### src/rtl/hist_ram_pipe.sv
// Weighted, saturating histogram held in an inferred RAM: a 3-stage read-modify-write
// pipeline with write forwarding, a drain-then-clear sweep and an arbitrated host port.
module hist_ram_pipe #(
    parameter int BIN_W = 5,
    parameter int CNT_W = 32,
    parameter int WGT_W = 4
) (
    input  logic             clk,
    input  logic             rst_n,
    input  logic             in_valid,
    output logic             in_ready,
    input  logic [BIN_W-1:0] in_bin,
    input  logic [WGT_W-1:0] in_weight,
    input  logic             clr_start,
    output logic             busy,
    input  logic             host_req,
    input  logic             host_wr,
    input  logic [BIN_W-1:0] host_addr,
    input  logic [CNT_W-1:0] host_wdata,
    output logic             host_ready,
    output logic             host_rvalid,
    output logic [CNT_W-1:0] host_rdata,
    output logic             sat_flag
);
    typedef enum logic [1:0] {
        ST_IDLE  = 2'd0,
        ST_DRAIN = 2'd1,
        ST_CLEAR = 2'd2
    } state_e;

    // Returns {overflow, result}; on overflow the result is clamped to all-ones.
    function automatic logic [CNT_W:0] sat_add(input logic [CNT_W-1:0] base,
                                               input logic [WGT_W-1:0] wgt);
        logic [CNT_W:0] sum;
        sum = {1'b0, base} + (CNT_W+1)'(wgt);
        if (sum[CNT_W]) begin
            sat_add = {1'b1, {CNT_W{1'b1}}};
        end else begin
            sat_add = sum;
        end
    endfunction

    logic [CNT_W-1:0] mem_q [2**BIN_W];
    logic [CNT_W-1:0] ram_q;

    state_e           state_q, state_d;
    logic [BIN_W-1:0] clr_addr_q, clr_addr_d;
    logic             b_valid_q, b_valid_d, w_valid_q, w_valid_d;
    logic [BIN_W-1:0] b_bin_q, b_bin_d, w_bin_q, w_bin_d;
    logic [WGT_W-1:0] b_wgt_q, b_wgt_d, w_wgt_q, w_wgt_d;
    logic [CNT_W-1:0] w_base_q, w_base_d;
    logic             lw_valid_q, lw_valid_d;
    logic [BIN_W-1:0] lw_addr_q, lw_addr_d;
    logic [CNT_W-1:0] lw_data_q, lw_data_d;
    logic             rd_pend_q, rd_pend_d;
    logic             rvalid_q, rvalid_d;
    logic [CNT_W-1:0] rdata_q, rdata_d;
    logic             in_ready_q, in_ready_d;
    logic             busy_q, busy_d;
    logic             sat_q, sat_d;
    logic             alive_q;

    logic             samp_acc_s, host_ready_s, host_rd_acc_s, host_wr_acc_s;
    logic             ram_we_s;
    logic [BIN_W-1:0] ram_waddr_s, ram_raddr_s;
    logic [CNT_W-1:0] ram_wdata_s, b_base_s, w_fwd_s;
    logic [CNT_W:0]   w_res_s;

    // Handshakes: a present sample always wins over the host.
    always_comb begin
        samp_acc_s    = in_valid && in_ready_q;
        host_ready_s  = alive_q && in_ready_q && !in_valid && !b_valid_q && !w_valid_q;
        host_rd_acc_s = host_req && host_ready_s && !host_wr;
        host_wr_acc_s = host_req && host_ready_s && host_wr;
    end

    // Sweep controller: drain the pipeline, then zero every bin.
    always_comb begin
        state_d = state_q;
        case (state_q)
            ST_IDLE: begin
                if (clr_start) state_d = ST_DRAIN;
                else           state_d = ST_IDLE;
            end
            ST_DRAIN: begin
                if (!b_valid_q) state_d = ST_CLEAR;
                else            state_d = ST_DRAIN;
            end
            ST_CLEAR: begin
                if (clr_addr_q == '1) state_d = ST_IDLE;
                else                  state_d = ST_CLEAR;
            end
            default: state_d = ST_IDLE;
        endcase
    end

    // Forwarding: write from one cycle ago beats the B-stage value, which already
    // folded in the write from two cycles ago over the RAM read.
    always_comb begin
        if (lw_valid_q && (lw_addr_q == b_bin_q)) b_base_s = lw_data_q;
        else                                       b_base_s = ram_q;
        if (lw_valid_q && (lw_addr_q == w_bin_q)) w_fwd_s = lw_data_q;
        else                                       w_fwd_s = w_base_q;
        w_res_s = sat_add(w_fwd_s, w_wgt_q);
    end

    // Single RAM write port: sweep, pipeline and host writers never overlap.
    always_comb begin
        ram_we_s    = 1'b0;
        ram_waddr_s = '0;
        ram_wdata_s = '0;
        if (state_q == ST_CLEAR) begin
            ram_we_s    = 1'b1;
            ram_waddr_s = clr_addr_q;
        end else if (w_valid_q) begin
            ram_we_s    = 1'b1;
            ram_waddr_s = w_bin_q;
            ram_wdata_s = w_res_s[CNT_W-1:0];
        end else if (host_wr_acc_s) begin
            ram_we_s    = 1'b1;
            ram_waddr_s = host_addr;
            ram_wdata_s = host_wdata;
        end else begin
            ram_we_s    = 1'b0;
        end
        if (host_rd_acc_s) ram_raddr_s = host_addr;
        else               ram_raddr_s = in_bin;
    end

    // Next-state for pipeline registers and outputs.
    always_comb begin
        b_valid_d  = samp_acc_s;
        b_bin_d    = b_bin_q;
        b_wgt_d    = b_wgt_q;
        if (samp_acc_s) begin
            b_bin_d = in_bin;
            b_wgt_d = in_weight;
        end else begin
            b_bin_d = b_bin_q;
        end
        w_valid_d  = b_valid_q;
        w_bin_d    = b_bin_q;
        w_wgt_d    = b_wgt_q;
        w_base_d   = b_base_s;
        lw_valid_d = ram_we_s;
        lw_addr_d  = ram_waddr_s;
        lw_data_d  = ram_wdata_s;
        rd_pend_d  = host_rd_acc_s;
        rvalid_d   = rd_pend_q;
        if (rd_pend_q) rdata_d = ram_q;
        else           rdata_d = '0;
        in_ready_d = (state_d == ST_IDLE) && !host_rd_acc_s;
        busy_d     = (state_d == ST_CLEAR);
        if (state_q == ST_CLEAR) clr_addr_d = clr_addr_q + BIN_W'(1);
        else                     clr_addr_d = '0;
        if ((state_d == ST_CLEAR) && (state_q != ST_CLEAR)) sat_d = 1'b0;
        else if (w_valid_q && w_res_s[CNT_W])               sat_d = 1'b1;
        else                                                 sat_d = sat_q;
    end

    // Inferred RAM: registered read returns pre-write data on an address collision.
    always_ff @(posedge clk) begin
        if (ram_we_s) mem_q[ram_waddr_s] <= ram_wdata_s;
        ram_q <= mem_q[ram_raddr_s];
    end

    // Control and pipeline state.
    always_ff @(posedge clk or negedge rst_n) begin
        if (!rst_n) begin
            state_q    <= ST_IDLE;
            clr_addr_q <= '0;
            b_valid_q  <= 1'b0;
            b_bin_q    <= '0;
            b_wgt_q    <= '0;
            w_valid_q  <= 1'b0;
            w_bin_q    <= '0;
            w_wgt_q    <= '0;
            w_base_q   <= '0;
            lw_valid_q <= 1'b0;
            lw_addr_q  <= '0;
            lw_data_q  <= '0;
            rd_pend_q  <= 1'b0;
            rvalid_q   <= 1'b0;
            rdata_q    <= '0;
            in_ready_q <= 1'b1;
            busy_q     <= 1'b0;
            sat_q      <= 1'b0;
            alive_q    <= 1'b0;
        end else begin
            state_q    <= state_d;
            clr_addr_q <= clr_addr_d;
            b_valid_q  <= b_valid_d;
            b_bin_q    <= b_bin_d;
            b_wgt_q    <= b_wgt_d;
            w_valid_q  <= w_valid_d;
            w_bin_q    <= w_bin_d;
            w_wgt_q    <= w_wgt_d;
            w_base_q   <= w_base_d;
            lw_valid_q <= lw_valid_d;
            lw_addr_q  <= lw_addr_d;
            lw_data_q  <= lw_data_d;
            rd_pend_q  <= rd_pend_d;
            rvalid_q   <= rvalid_d;
            rdata_q    <= rdata_d;
            in_ready_q <= in_ready_d;
            busy_q     <= busy_d;
            sat_q      <= sat_d;
            alive_q    <= 1'b1;
        end
    end

    assign in_ready    = in_ready_q;
    assign busy        = busy_q;
    assign host_ready  = host_ready_s;
    assign host_rvalid = rvalid_q;
    assign host_rdata  = rdata_q;
    assign sat_flag    = sat_q;
endmodule

### config.mk
export PLATFORM = sky130hd
export DESIGN_NAME = hist_ram_pipe
export DESIGN_NICKNAME = d
export VERILOG_FILES = /design/src/rtl/hist_ram_pipe.sv
export SDC_FILE = /design/constraint.sdc
export NUM_CORES = 2
export LEC_CHECK = 0
export ABC_AREA = 1
export CORE_MARGIN = 8
export CORE_UTILIZATION = 60
export CTS_CLUSTER_DIAMETER = 60
export CTS_CLUSTER_SIZE = 14
export DETAILED_ROUTE_END_ITERATION = 10
export PLACE_DENSITY = 0.85
export SLEW_MARGIN = 15
export SYNTH_ARGS = -nofsm -noshare
export SYNTH_HDL_FRONTEND = slang
export SYNTH_SLANG_ARGS = --single-unit
### constraint.sdc
create_clock -name clk -period 6.1 [get_ports clk]
set_input_delay 1.22 -clock clk [delete_from_list [all_inputs] [get_ports clk]]
set_output_delay 1.22 -clock clk [all_outputs]
set_load 0.02 [all_outputs]
After elaboration in Yosys (flattened, before gate mapping)

Memories as Yosys holds them, arrays and structs flattened. A register that Yosys moved wholly into a read port is not among the register bits.
Index checks and enable logic that the tools add are counted.
W data, S select, Z words.

Flip-flop bits (word level): 135
Bits in latches: 0
Bits in writable memories: 1,024
Memory bits (read-only): 0
Input port bits: 52
Output and inout bits: 37
Word-level logic and storage cells: 73
Memories: 1

Memory list:

| memory | depth | bits a word | read ports | clocked after Yosys merged registers in | wr ports | RTL line | text |
|---|---|---|---|---|---|---|---|
| mem_q  | 32    | 32          | 1          | 1                                       | 1        | 43       | `logic [CNT_W-1:0] mem_q [2**BIN_W];` |

$add $sub $neg: 2
Multiply operators: 0
Div/mod/pow operators: 0
$lt $le $gt $ge: 0
Equality and inequality tests: 7
Shifts and indexed selects: 0
Mux-type cells: 23
Bitwise logic cells: 0
Reduce and logical (&&, ||, !) cells: 21

Operator list:

| cell                  | number |
|---|---|
| $mux W32              | 6 |
| $add A32 B4 Y33       | 1 |
| $mux W33              | 1 |
| $mux W5               | 5 |
| $logic_and A1 B1 Y1   | 13 |
| $eq A5 B5 Y1          | 2 |
| $mux W1               | 8 |
| $pmux W2 S3           | 1 |
| $add A5 B1 Y5 const B | 1 |
| $eq A5 B5 Y1 const B  | 1 |
| $logic_not A1 Y1      | 5 |
| $eq A2 B2 Y1 const B  | 2 |
| $logic_not A2 Y1      | 2 |
| $mux W2               | 2 |
| $eq A2 B1 Y1 const B  | 1 |
| $ne A2 B2 Y1 const B  | 1 |
| $reduce_bool A2 Y1    | 1 |

Longest topological paths before layout

Depth in word-level cells: 11
Gate-level depth with buffers: 24
Depth with buffers taken out: 22

Worst setup path before layout

OpenSTA, ideal clock, no wires.

Kind: input to register
From: input port in_valid
To: memory mem_q[0][0], enable pin
Setup time: 0.468 ns
Data arrival time: 4.434 ns
Required time: 5.632 ns
Slack: 1.199 ns
Stages: 10
Path buffers: 0
Cell sequence: nor3_4 -> nand3_1 -> clkinv_1 -> nand2_1 -> a22oi_1 -> inv_1 -> nand2_1 -> inv_1 -> nand2_1 -> nor3b_1

Elaborated cells on any way between the ends: 14
Classes of those cells: 8 x mux; 6 x reduce/logical

RTL lines:

| item                             | RTL line | text |
|---|---|---|
| from (decl)                      | 10       | `input logic in_valid,` |
| $logic_not A1 Y1                 | 72       | `host_ready_s = alive_q && in_ready_q && !in_valid && !b_valid_q && !w_valid_q;` |
| $logic_and A1 B1 Y1 (3 in a row) | 72       |  |
| $logic_and A1 B1 Y1 (2 in a row) | 74       | `host_wr_acc_s = host_req && host_ready_s && host_wr;` |
| $mux W5                          | 119      | `end else if (host_wr_acc_s) begin` |
| $mux W5                          | 115      | `end else if (w_valid_q) begin` |
| $mux W5                          | 112      | `if (state_q == ST_CLEAR) begin` |
| named net lw_addr_d[3]           | 53       | `logic [BIN_W-1:0] lw_addr_q, lw_addr_d;` |
| to (decl)                        | 43       |  |

The timed path passes the listed nets, and every way through them passes these cells.

Worst setup path after layout

From: register w_valid_q
To: memory mem_q[7][15], enable pin

Elaborated cells on any way between the ends: 12
Classes of those cells: 8 x mux; 4 x reduce/logical

RTL lines:

| item                             | RTL line | text |
|---|---|---|
| from (decl)                      | 48       | `logic b_valid_q, b_valid_d, w_valid_q, w_valid_d;` |
| from (signal assigned)           | 195      | `w_valid_q <= w_valid_d;` |
| $logic_not A1 Y1                 | 72       |  |
| $logic_and A1 B1 Y1              | 72       |  |
| $logic_and A1 B1 Y1 (2 in a row) | 74       |  |
| $mux W5                          | 119      |  |
| $mux W5 (*)                      | 115      |  |
| $mux W5 (*)                      | 112      |  |
| named net lw_addr_d[0]           | 53       |  |

The timed path passes the listed nets; every way through them passes the cells marked *.

==> flow_metrics.env <==
export IMPL_worstMarginPinSlew_ns=1.09
export IMPL_power_switching_mw=7.09
export IMPL_ctsResizeCount=0
export IMPL_synthToLayoutAreaGrowth_pct=10.4
export IMPL_die_y_um=306
export IMPL_design_core_area_sq_mm=0.0834
export IMPL_path_max_fanout=37
export IMPL_clk_latency_ns=0.68
export IMPL_syn_avg_cell_area_sq_um=10.9
export IMPL_cts_buffer_depth=3
export IMPL_finalMaxSlewViolations=0
export IMPL_synth_seq_cells=1191
export IMPL_syn_num_nets=4704
export IMPL_maxCapViolCount=0
export IMPL_start_kind="flip-flop"
export IMPL_p_seq_share_pct=50.7
export IMPL_wl_um=138000
export IMPL_grt_pass1_wl_um=207000
export IMPL_yosysMostFrequentCell="nand2_1"
export IMPL_syn_inst=4645
export IMPL_cts_setup_buffers=0
export IMPL_synth_edf_count=1024
export IMPL_final_area_sq_mm=0.0557
export IMPL_hold_path_class="flip-flop to flip-flop"
export IMPL_avgRoutedWirePerCell_um=23.6
export IMPL_power_density_mw_per_mm2=397
export IMPL_num_rows=106
export IMPL_fin_crit_sh_pct=79.6
export IMPL_ir_drop_mv=0.279
export IMPL_cts_tree="yes"
export IMPL_syn_cell_area_sq_mm=0.0504
export IMPL_rsz0062_at_grt="no"
export IMPL_p_total_mw=22.1
export IMPL_fmax_ghz=0.206
export IMPL_leakagePower_nw=22.6
export IMPL_dpl_cell_area_sq_mm=0.0527
export IMPL_grt_antenna_before_repair=9
export IMPL_io_buffer_count=88
export IMPL_detail_route_antenna_nets=0
export IMPL_grtUsageTotal_pct=28.8
export IMPL_synth_warnings=0
export IMPL_finalSetupViolations=0
export IMPL_ctsHoldBuffers=0
export IMPL_relSlewSlack_pct=27.2
export IMPL_synth_top_area_cell="edfxtp_1"
export IMPL_p_clk_share_pct=27.2
export IMPL_arrival_ns=5.17
export IMPL_cts_root_buffer="clkbuf_16"
export IMPL_ys_async_sr_fraction_pct=11.3
export IMPL_synthFlopType="edfxtp_1"
export IMPL_nets=4759
export IMPL_comb_power_share_pct=22.1
export IMPL_period_needed_ns=4.86
export IMPL_setup_tns_ns=0
export IMPL_drcViolationCount=0
export IMPL_cp_required_ns=6.42
export IMPL_clkTransAtPathRegs_ns=0.07
export IMPL_synth_cell_types=42
export IMPL_yosys_top_cells_area="edfxtp_1 61%, nand2_1 12%, dfrtp_1 6.6%"
export IMPL_die_area_sq_mm=0.0936
export IMPL_drive_gt1_share_pct=6.72
export IMPL_synth_top_area_share_pct=61.0
export IMPL_grt_pass1_vias=35500
export IMPL_firstDrtPassIters=6
export IMPL_cts_made_buffers=99
export IMPL_initial_core_util_pct=60.5
export IMPL_dp_hpwl_um=79000
export IMPL_netSwitchingFraction_pct=32.1
export IMPL_fin_cells=5865
export IMPL_ys_seq_area_share_pct=68.9
export IMPL_crit_path_end_kind="flip-flop"
export IMPL_fp_dieW_um=306
export IMPL_htreeDepth=3
export IMPL_dp_cells=5679
export IMPL_drt_iter0_drc=5146
export IMPL_gp_congestion=0.929
export IMPL_p_int_mw=15.0
export IMPL_status="finished, final reports clean"
export IMPL_grt_max_degree=172
export IMPL_crit_type="flip-flop to flip-flop"
export IMPL_synth_common_cells="1574 x nand2_1, 1024 x edfxtp_1, 534 x inv_1"
export IMPL_io_pins=89
export IMPL_cts_sinks=1191
export IMPL_finClkSkew_ns=0.0338
export IMPL_vias=35900
export IMPL_finalHoldViolations=0
export IMPL_via_per_inst=6.12
export IMPL_overflow=0
## final timing paths
check | cells past startpoint | slack, ns | from | end
setup / recovery | 12 | 1.24 | w_valid_q | mem_q[7][15]
hold / removal | 0 | 0.39 | b_wgt_q[2] | w_wgt_q[2]
setup reg to reg | 12 | 1.24 | w_valid_q | mem_q[7][15]
hold reg to reg | 0 | 0.39 | b_wgt_q[2] | w_wgt_q[2]
max in group asynchronous | 2 | 4.21 | rst_n | host_rdata[16]
min in group asynchronous | 1 | 0.53 | rst_n | state_q[1]
## cell type report
cell class / instances / area [sq um]
flip-flops and latches: 1191 / 34800
clock inverters: 18 / 206
multi-input cells: 2661 / 12600
diodes: 6 / 15.0
well taps: 1080 / 1350
inverters: 540 / 2040
clock buffers: 162 / 2740
repair buffers: 207 / 1940
fillers: 5500 / 27700
## stage by stage
stage               worst slack (ns)  hold slack, ns  utilization (%)
finish                          1.24           0.387             66.7
global route                    1.05           0.402             66.7
CTS                             1.36           0.383             66.7
detailed placement             0.945           0.369             63.2
global placement                1.12           0.359             63.2
floorplan                       1.20           0.354                -
## worst max-delay path, cell delays in order, from the launching register on
cell,delay [ns]
dfrtp_1,0.36
buf_4,0.23
inv_2,0.52
nand2_2,0.13
nor3_4,0.25
nand3_1,0.25
clkinv_1,0.09
buf_4,0.34
nand2_1,0.09
a21oi_1,0.39
nand2_1,0.58
nor2_4,0.78
buf_4,0.44
## cells in the final DEF (no fill, tap or decap), types with 26 or more instances in the layout
cell type and count:
a21oi_1 26, buf_4 106, clkbuf_1 60, clkbuf_16 99
clkdlybuf4s50_1 87, dfrtp_1 134, dfxtp_1 32, edfxtp_1 1024
inv_1 532, nand2_1 1573, nand3_1 490, nor2_1 89
nor2_4 36, o211ai_1 320, o21ai_0 35
## layer usage
layer | global-route usage (%) | vias to the layer above | part of all wire [%]
met5 | 0 | - | 0.0079
met1 | 36.0 | 16800 | 34
met2 | 46.8 | 2730 | 47
met4 | 16.5 | 2 | 6.1
li1 | - | 15700 | -
met3 | 6.23 | 623 | 13
## flip-flops by register name, indices dropped and copies added, names as in the netlist, 32 cells and up
register / cells
host_rdata: 32
lw_data_q: 32
mem_q: 1024
ram_q: 32
w_base_q: 32
## power groups by stage
| stage | registers [mW] | logic, mW | clock network, mW |
|---|---|---|---|
| 5_1_grt | 11.3 | 5.21 | 6.33 |
| 4_1_cts | 11.2 | 4.76 | 6.03 |
| 3_3_place_gp | 11.3 | 4.57 | 0 |
| 2_1_floorplan | 11.2 | 2.77 | 0 |
| 3_5_place_dp | 11.3 | 4.69 | 0 |
| 6_report | 11.2 | 4.89 | 6.02 |
## cells by family (layout without fill, tap and decap cells)
logic type               count (synthesis)  count (layout)  share of synthesized area, %
AO/OA/AOI/OAI                          399             399                          5.65
buffers and inverters                  793             927                          6.69
other                                    1               7                       0.00743
XOR/XNOR                                12              12                         0.208
multiplexers                            10              10                         0.223
flip-flops                            1191            1191                          68.9
adder cells (fa/ha/maj)                  7               7                         0.188
AND/OR/NAND/NOR                       2232            2232                          18.1
No activity file was read; power rests on OpenSTA's default activity.
